`src/rtl/ne_fp_ffp_norm_mwi27.sv`:
```
`default_nettype none
// ---------------------------------------------------------------------------
// ne_fp_ffp_norm_mwi27 : FFP adder post-stage (renormalize, RNE round, pack)
// Rev 1.0
// ---------------------------------------------------------------------------
module ne_fp_ffp_norm_mwi27 #(
  parameter int EWI       = 10,
  parameter int MWI_IN    = 27,
  parameter int MWO       = 26,
  parameter int BW_STATUS = 3,
  parameter int CNT_W     = 16
) (
  input  logic                              clk,
  input  logic                              rst,
  input  logic                              in_vld,
  output logic                              in_rdy,
  input  logic [BW_STATUS+EWI+MWI_IN:0]     in_data,
  input  logic [2:0]                        in_mode,
  output logic                              out_vld,
  input  logic                              out_rdy,
  output logic [BW_STATUS+EWI+MWO:0]        out_data,
  output logic [2:0]                        out_mode,
  input  logic                              cnt_clr,
  output logic [CNT_W-1:0]                  ovf_cnt,
  output logic [CNT_W-1:0]                  udf_cnt
);

  localparam int EW = EWI + 1;
  localparam int LW = $clog2(MWI_IN);
  localparam int OW = BW_STATUS + 1 + EWI + MWO;

  localparam logic [EWI-1:0]       C_EXP_ZERO = EWI'(10'h381);
  localparam logic [EWI-1:0]       C_EXP_INF  = EWI'(10'h080);
  localparam logic signed [EW-1:0] C_EMIN     = EW'(-126);
  localparam logic signed [EW-1:0] C_EMAX     = EW'(127);
  localparam logic [MWO-1:0]       C_POS_MAX  = {1'b0, {(MWO-1){1'b1}}};
  localparam logic [MWO-1:0]       C_M_ONE    = {2'b01, {(MWO-2){1'b0}}};

  // Input field split
  logic [MWI_IN-1:0]    in_m;
  logic [EWI-1:0]       in_e;
  logic                 in_s;
  logic [BW_STATUS-1:0] in_st;

  assign in_m  = in_data[MWI_IN-1:0];
  assign in_e  = in_data[MWI_IN+EWI-1:MWI_IN];
  assign in_s  = in_data[MWI_IN+EWI];
  assign in_st = in_data[BW_STATUS+EWI+MWI_IN -: BW_STATUS];

  // Stage registers
  logic                 s1_v_q, s2_v_q;
  logic [2:0]           s1_mode_q, s2_mode_q;
  logic [OW-1:0]        s1_raw_q;
  logic [BW_STATUS-1:0] s1_st_q;
  logic                 s1_s_q, s1_zero_q;
  logic [MWI_IN-1:0]    s1_m_q, s1_m_d;
  logic [EW-1:0]        s1_e_q, s1_e_d;
  logic [OW-1:0]        s2_data_q, s2_data_d;
  logic                 s2_ovf_q, s2_ovf_d, s2_udf_q, s2_udf_d;
  logic [CNT_W-1:0]     ovf_q, ovf_d, udf_q, udf_d;

  logic s2_load;

  assign s2_load = ~s2_v_q | out_rdy;
  assign in_rdy  = ~s1_v_q | ~s2_v_q | out_rdy;

  // Leading-sign count: highest bit position that differs from its upper neighbour
  logic [LW-1:0] lsc;
  always_comb begin
    lsc = LW'(MWI_IN-1);
    for (int i = 0; i < MWI_IN-1; i++) begin
      if (in_m[i] ^ in_m[i+1]) lsc = LW'(MWI_IN-2-i);
    end
  end

  assign s1_m_d = in_m << lsc;
  assign s1_e_d = {in_e[EWI-1], in_e} - EW'(lsc);

  // Stage 2: round-to-nearest-even, exponent range check, encoding
  logic [MWO-1:0]       kept, m_rnd;
  logic                 rnd, carry, sgn;
  logic signed [EW-1:0] exp_r;

  always_comb begin
    kept      = s1_m_q[MWI_IN-1:1];
    rnd       = s1_m_q[0] & s1_m_q[1];
    carry     = rnd & (kept == C_POS_MAX);
    m_rnd     = carry ? C_M_ONE : kept + MWO'(rnd);
    exp_r     = s1_e_q + {{(EW-1){1'b0}}, carry};
    sgn       = s1_m_q[MWI_IN-1];
    s2_ovf_d  = 1'b0;
    s2_udf_d  = 1'b0;
    s2_data_d = {{BW_STATUS{1'b0}}, m_rnd[MWO-1], exp_r[EWI-1:0], m_rnd};
    if (s1_mode_q[0]) begin
      s2_data_d = s1_raw_q;
    end else if (s1_st_q[2]) begin
      s2_data_d = {3'b100, s1_s_q, C_EXP_INF, s1_s_q, s1_s_q, 1'b1, {(MWO-3){1'b0}}};
    end else if (s1_st_q[1]) begin
      s2_data_d = {3'b010, s1_s_q, C_EXP_INF, s1_s_q, s1_s_q, {(MWO-2){1'b0}}};
    end else if (s1_st_q[0]) begin
      s2_data_d = {3'b001, s1_s_q, C_EXP_ZERO, {MWO{1'b0}}};
    end else if (s1_zero_q) begin
      s2_data_d = {3'b001, 1'b0, C_EXP_ZERO, {MWO{1'b0}}};
    end else if (exp_r < C_EMIN) begin
      s2_data_d = {3'b001, 1'b0, C_EXP_ZERO, {MWO{1'b0}}};
      s2_udf_d  = 1'b1;
    end else if (exp_r > C_EMAX) begin
      s2_data_d = {3'b010, sgn, C_EXP_INF, sgn, sgn, {(MWO-2){1'b0}}};
      s2_ovf_d  = 1'b1;
    end
  end

  // Event counters: clear wins over a same-cycle delivery, saturate at all-ones
  always_comb begin
    ovf_d = ovf_q;
    udf_d = udf_q;
    if (cnt_clr) begin
      ovf_d = '0;
      udf_d = '0;
    end else if (s2_v_q & out_rdy) begin
      if (s2_ovf_q && !(&ovf_q)) ovf_d = ovf_q + CNT_W'(1);
      if (s2_udf_q && !(&udf_q)) udf_d = udf_q + CNT_W'(1);
    end
  end

  always_ff @(posedge clk or posedge rst) begin
    if (rst) begin
      s1_v_q    <= 1'b0;
      s1_mode_q <= '0;
      s1_raw_q  <= '0;
      s1_st_q   <= '0;
      s1_s_q    <= 1'b0;
      s1_zero_q <= 1'b0;
      s1_m_q    <= '0;
      s1_e_q    <= '0;
      s2_v_q    <= 1'b0;
      s2_mode_q <= '0;
      s2_data_q <= '0;
      s2_ovf_q  <= 1'b0;
      s2_udf_q  <= 1'b0;
      ovf_q     <= '0;
      udf_q     <= '0;
    end else begin
      ovf_q <= ovf_d;
      udf_q <= udf_d;
      if (s2_load) begin
        s2_v_q <= s1_v_q;
        if (s1_v_q) begin
          s2_mode_q <= s1_mode_q;
          s2_data_q <= s2_data_d;
          s2_ovf_q  <= s2_ovf_d;
          s2_udf_q  <= s2_udf_d;
        end
      end
      if (in_rdy) begin
        s1_v_q <= in_vld;
        if (in_vld) begin
          s1_mode_q <= in_mode;
          s1_raw_q  <= in_data[OW-1:0];
          s1_st_q   <= in_st;
          s1_s_q    <= in_s;
          s1_zero_q <= (in_m == '0);
          s1_m_q    <= s1_m_d;
          s1_e_q    <= s1_e_d;
        end
      end
    end
  end

  assign out_vld  = s2_v_q;
  assign out_data = s2_data_q;
  assign out_mode = s2_mode_q;
  assign ovf_cnt  = ovf_q;
  assign udf_cnt  = udf_q;

endmodule
`default_nettype wire

```
`config.mk`:
```
export PLATFORM = sky130hd
export DESIGN_NAME = ne_fp_ffp_norm_mwi27
export DESIGN_NICKNAME = d
export VERILOG_FILES = /design/src/rtl/ne_fp_ffp_norm_mwi27.sv
export SDC_FILE = /design/constraint.sdc
export NUM_CORES = 1
export LEC_CHECK = 0
export CORE_MARGIN = 3
export CORE_UTILIZATION = 60
export CTS_BUF_LIST = sky130_fd_sc_hd__clkbuf_4
export CTS_CLUSTER_SIZE = 40
export DETAILED_ROUTE_END_ITERATION = 10
export PLACE_DENSITY = 0.91
export RECOVER_POWER = 100
export SYNTH_ARGS = -nofsm -noshare
export SYNTH_HDL_FRONTEND = slang
export SYNTH_SLANG_ARGS = --single-unit
export TNS_END_PERCENT = 100
```
`constraint.sdc`:
```
create_clock -name clk -period 9.69 [get_ports clk]
set_input_delay 1.4535 -clock clk [delete_from_list [all_inputs] [get_ports clk]]
set_output_delay 1.4535 -clock clk [all_outputs]
set_load 0.005 [all_outputs]
```
==> flow_summary.ini <==
[run_status]
status = finished, violations left
violations = capacitance limit, slew limit

[critical_path]
cp_data_arrival_time_ps = 6990
r2r_end = out_data[14]$_DFFE_PP0P_
crit_fanout = 30
cp.buffers_inverters = 3
path_cells = dlygate4sd3_1 -> inv_1 -> ha_1 -> nor2_1 -> o2111ai_1 -> a311oi_1 -> or2_0 -> clkbuf_1 -> nand3_1 -> nand2b_1 -> a311o_1 -> a41oi_1
critPathSlowestCell = clkbuf_1
cp-end-kind = register
path_delay_family = buffers and inverters
ff2ff_path_depth = 16
ff2ff_setup_slack_ps = 4050
r2r_start = s1_m_q[1]$_DFFE_PP0P_
worst_setup_path_start_kind = input pin
cp_data_required_time_ps = 10180
setup.worst_path.class = in -> reg
cpPeakStageDelay_ps = 1240

[global_routing]
grt_start_max_net_pins = 104
grt_pass1_vias = 8830
overflow = 0
grt_usage_pct = 32.9
antenna_found_initial = 1
grt_pass1_wl_mm = 46.9

[floorplan]
initial_core_util_pct = 61.7
core_sq_mm = 0.0159
fp-row-count = 46
die-area_sq_mm = 0.0180
pin_count = 126
dieHeight_um = 134
fp.dieW_um = 134

[finish]
nets = 1294
drive_gt1_share_pct = 4.29
syn2layout_area_growth_pct = 16.1
finish.utilization_pct = 71.7
fin_cells = 1451

[cts]
cts_tree = yes
cts_sinks = 162
cts_buffers = 17
clkTransAtPathRegs_ps = 140
cts_setup_buffers = 0
ctsLongestPathBuffers = 2
post_cts_resized = 0
root_buffer = clkbuf_4
clk_latency_ps = 580
hold_buffers = 0
htreeDepth = 4

[drt]
wl_per_cell_um = 20.1
wl_mm = 29.2
viasPerCell = 6.22
drt_iter0_drc = 916
remaining_drc_errors = 0
dr.pass1.iters = 6
vias = 9021
drtAntennaViolNets = 0

[power_and_ir_drop]
ir_worst_vdd_v = 0.0000899
powerDensity_mw_per_mm2 = 156
p_total_uw = 1790
p_leak_uw = 0.00538

[synth]
yosys-top-cells-count = 172 x nand2_1, 162 x dfrtp_1, 102 x nor2_1, 96 x o21ai_0, 67 x mux2i_1
netlist_top_cells_area = dfrtp_1 41%, mux2i_1 6.8%, nand2_1 6.6%
synthesis.nets = 1201
synth_area_leader_cell = dfrtp_1
synthFlopType = dfrtp_1
synthesis.area_sq_mm = 0.00984
postSynthAreaPerCell_sq_um = 8.72
yosysMostFrequentCell = nand2_1
synth_edf_count = 0
synthArstFlopShare_pct = 100
seq_area_frac_synth_pct = 41.2
ys_ff_latch = 162
yosys_warnings = 0
synth_top_area_share_pct = 41.2
ys_types = 71
syn_inst = 1128

[sta]
finalHoldViolations = 0
relSlewSlack_pct = -200
max_slew.worst_pin.slew_ps = 4470
finalCriticalPeriod_ps = 6510
finalClockSkew_ps = 30.0
max_freq_mhz = 154
setup_violations = 0
fin_crit_sh_pct = 67.1
rsz0062_at_grt = no
slew_viol_final = 271
timing.setup.tns_ps = 0
hold_ws_ps = 491

[flow_run]
drv_cap = 4

[placed_design]
dpl.cell_count = 1418
numPortBuffers = 125
dp_hpwl_mm = 21.8
place.gp.congestion = 1.03

[min_path]
hold_class = reg -> reg
hold_depth = 2
hold_start = out_data[39]$_DFFE_PP0P_
hold_end = out_data[39]$_DFFE_PP0P_
[cell families (layout without fill, tap and decap cells)]
group / count (synthesis) / count (layout) / synth area share (%)
compound gates: 249 / 249 / 15.9
simple gates: 426 / 426 / 19.9
xor+xnor: 78 / 78 / 6.94
buf+inv: 113 / 219 / 4.71
fa+ha+maj: 25 / 25 / 3.23
other cells: 0 / 1 / 0
flops: 162 / 162 / 41.2
mux: 75 / 75 / 8.10
[how the worst max path moves through the flow]
stage / start / end / slack [ps] / cells after the start
finish: in_data[17] / s1_m_q[24]$_DFFE_PP0P_ / 3180 / 12
global route: out_rdy / s1_m_q[23]$_DFFE_PP0P_ / 2830 / 7
CTS: in_data[18] / s1_e_q[8]$_DFFE_PP0P_ / 4370 / 14
detailed placement: in_data[18] / s1_e_q[8]$_DFFE_PP0P_ / 3750 / 14
global placement: in_data[17] / s1_e_q[8]$_DFFE_PP0P_ / 3850 / 17
floorplan: rst / out_data[0]$_DFFE_PP0P_ / 3860 / 1
[cell usage in the layout, fill, tap and decap left out, types with 10 or more instances in the layout]
| cell | netlist | layout |
|---|---|---|
| ha_1 | 23 | 23 |
| and3_1 | 30 | 30 |
| nor3_1 | 22 | 22 |
| a22oi_1 | 10 | 10 |
| clkbuf_4 | 0 | 18 |
| nand2b_1 | 13 | 13 |
| nand4_1 | 14 | 14 |
| inv_1 | 49 | 48 |
| dfrtp_1 | 162 | 162 |
| a221oi_1 | 11 | 11 |
| mux2i_1 | 67 | 67 |
| xnor2_1 | 32 | 32 |
| xor2_1 | 46 | 46 |
| dlygate4sd3_1 | 0 | 81 |
| nand3_1 | 30 | 30 |
| nand2_1 | 172 | 172 |
| nor2_1 | 102 | 102 |
| a21oi_1 | 58 | 58 |
| clkdlybuf4s50_1 | 0 | 44 |
| o21ai_0 | 96 | 96 |
[registers in the layout, summed over array words and instances (netlist names), 2 cells and up]
register,cells
s1_e_q,11
out_data,40
ovf_cnt,16
udf_cnt,16
out_mode,3
s1_mode_q,3
s1_st_q,2
s1_raw_q,39
s1_m_q,27
[worst reg2reg max path: stages (launching register included)]
cell,delay [ps]
dfrtp_1,480
nand4_1,230
or4_1,600
nor4_1,670
and4_1,310
and3b_1,190
ha_1,250
ha_1,300
and3_1,270
and2_0,250
a22oi_1,100
mux2i_1,150
a31o_2,190
nand2_1,100
nor3_1,440
nand3_1,620
o21ai_0,390
[cell type report]
cell class	count	area [sq um]
sequential	162	4050
timing repair buffer	135	1310
multi-input combinational	853	5300
inverter	52	196
clock buffer	18	135
clock inverter	14	154
antenna	1	2.50
tap	216	270
fill	1248	4520
[layer usage]
metal	part of all wire (%)	wire (um)	up-vias	global-route usage (%)
li1	-	-	4144	-
met1	40	11800	4286	44.3
met2	46	13600	500	52.8
met3	8.4	2450	91	5.78
met4	4.7	1360	0	14.8
met5	0	0	-	0
[metrics by stage]
| stage | area [sq um] | setup slack, ps |
|---|---|---|
| floorplan | 9840 | 3860 |
| global placement | 11200 | 3850 |
| detailed placement | 11200 | 3750 |
| CTS | 11500 | 4370 |
| global route | 11400 | 2830 |
| finish | 11400 | 3180 |
[power breakdown]
| part | internal (uW) | switching, uW | total [uW] |
|---|---|---|---|
| Clock | 159 | 254 | 413 |
| Combinational | 221 | 289 | 510 |
| Sequential | 773 | 89.8 | 862 |
No activity file was read; power rests on OpenSTA's default activity.
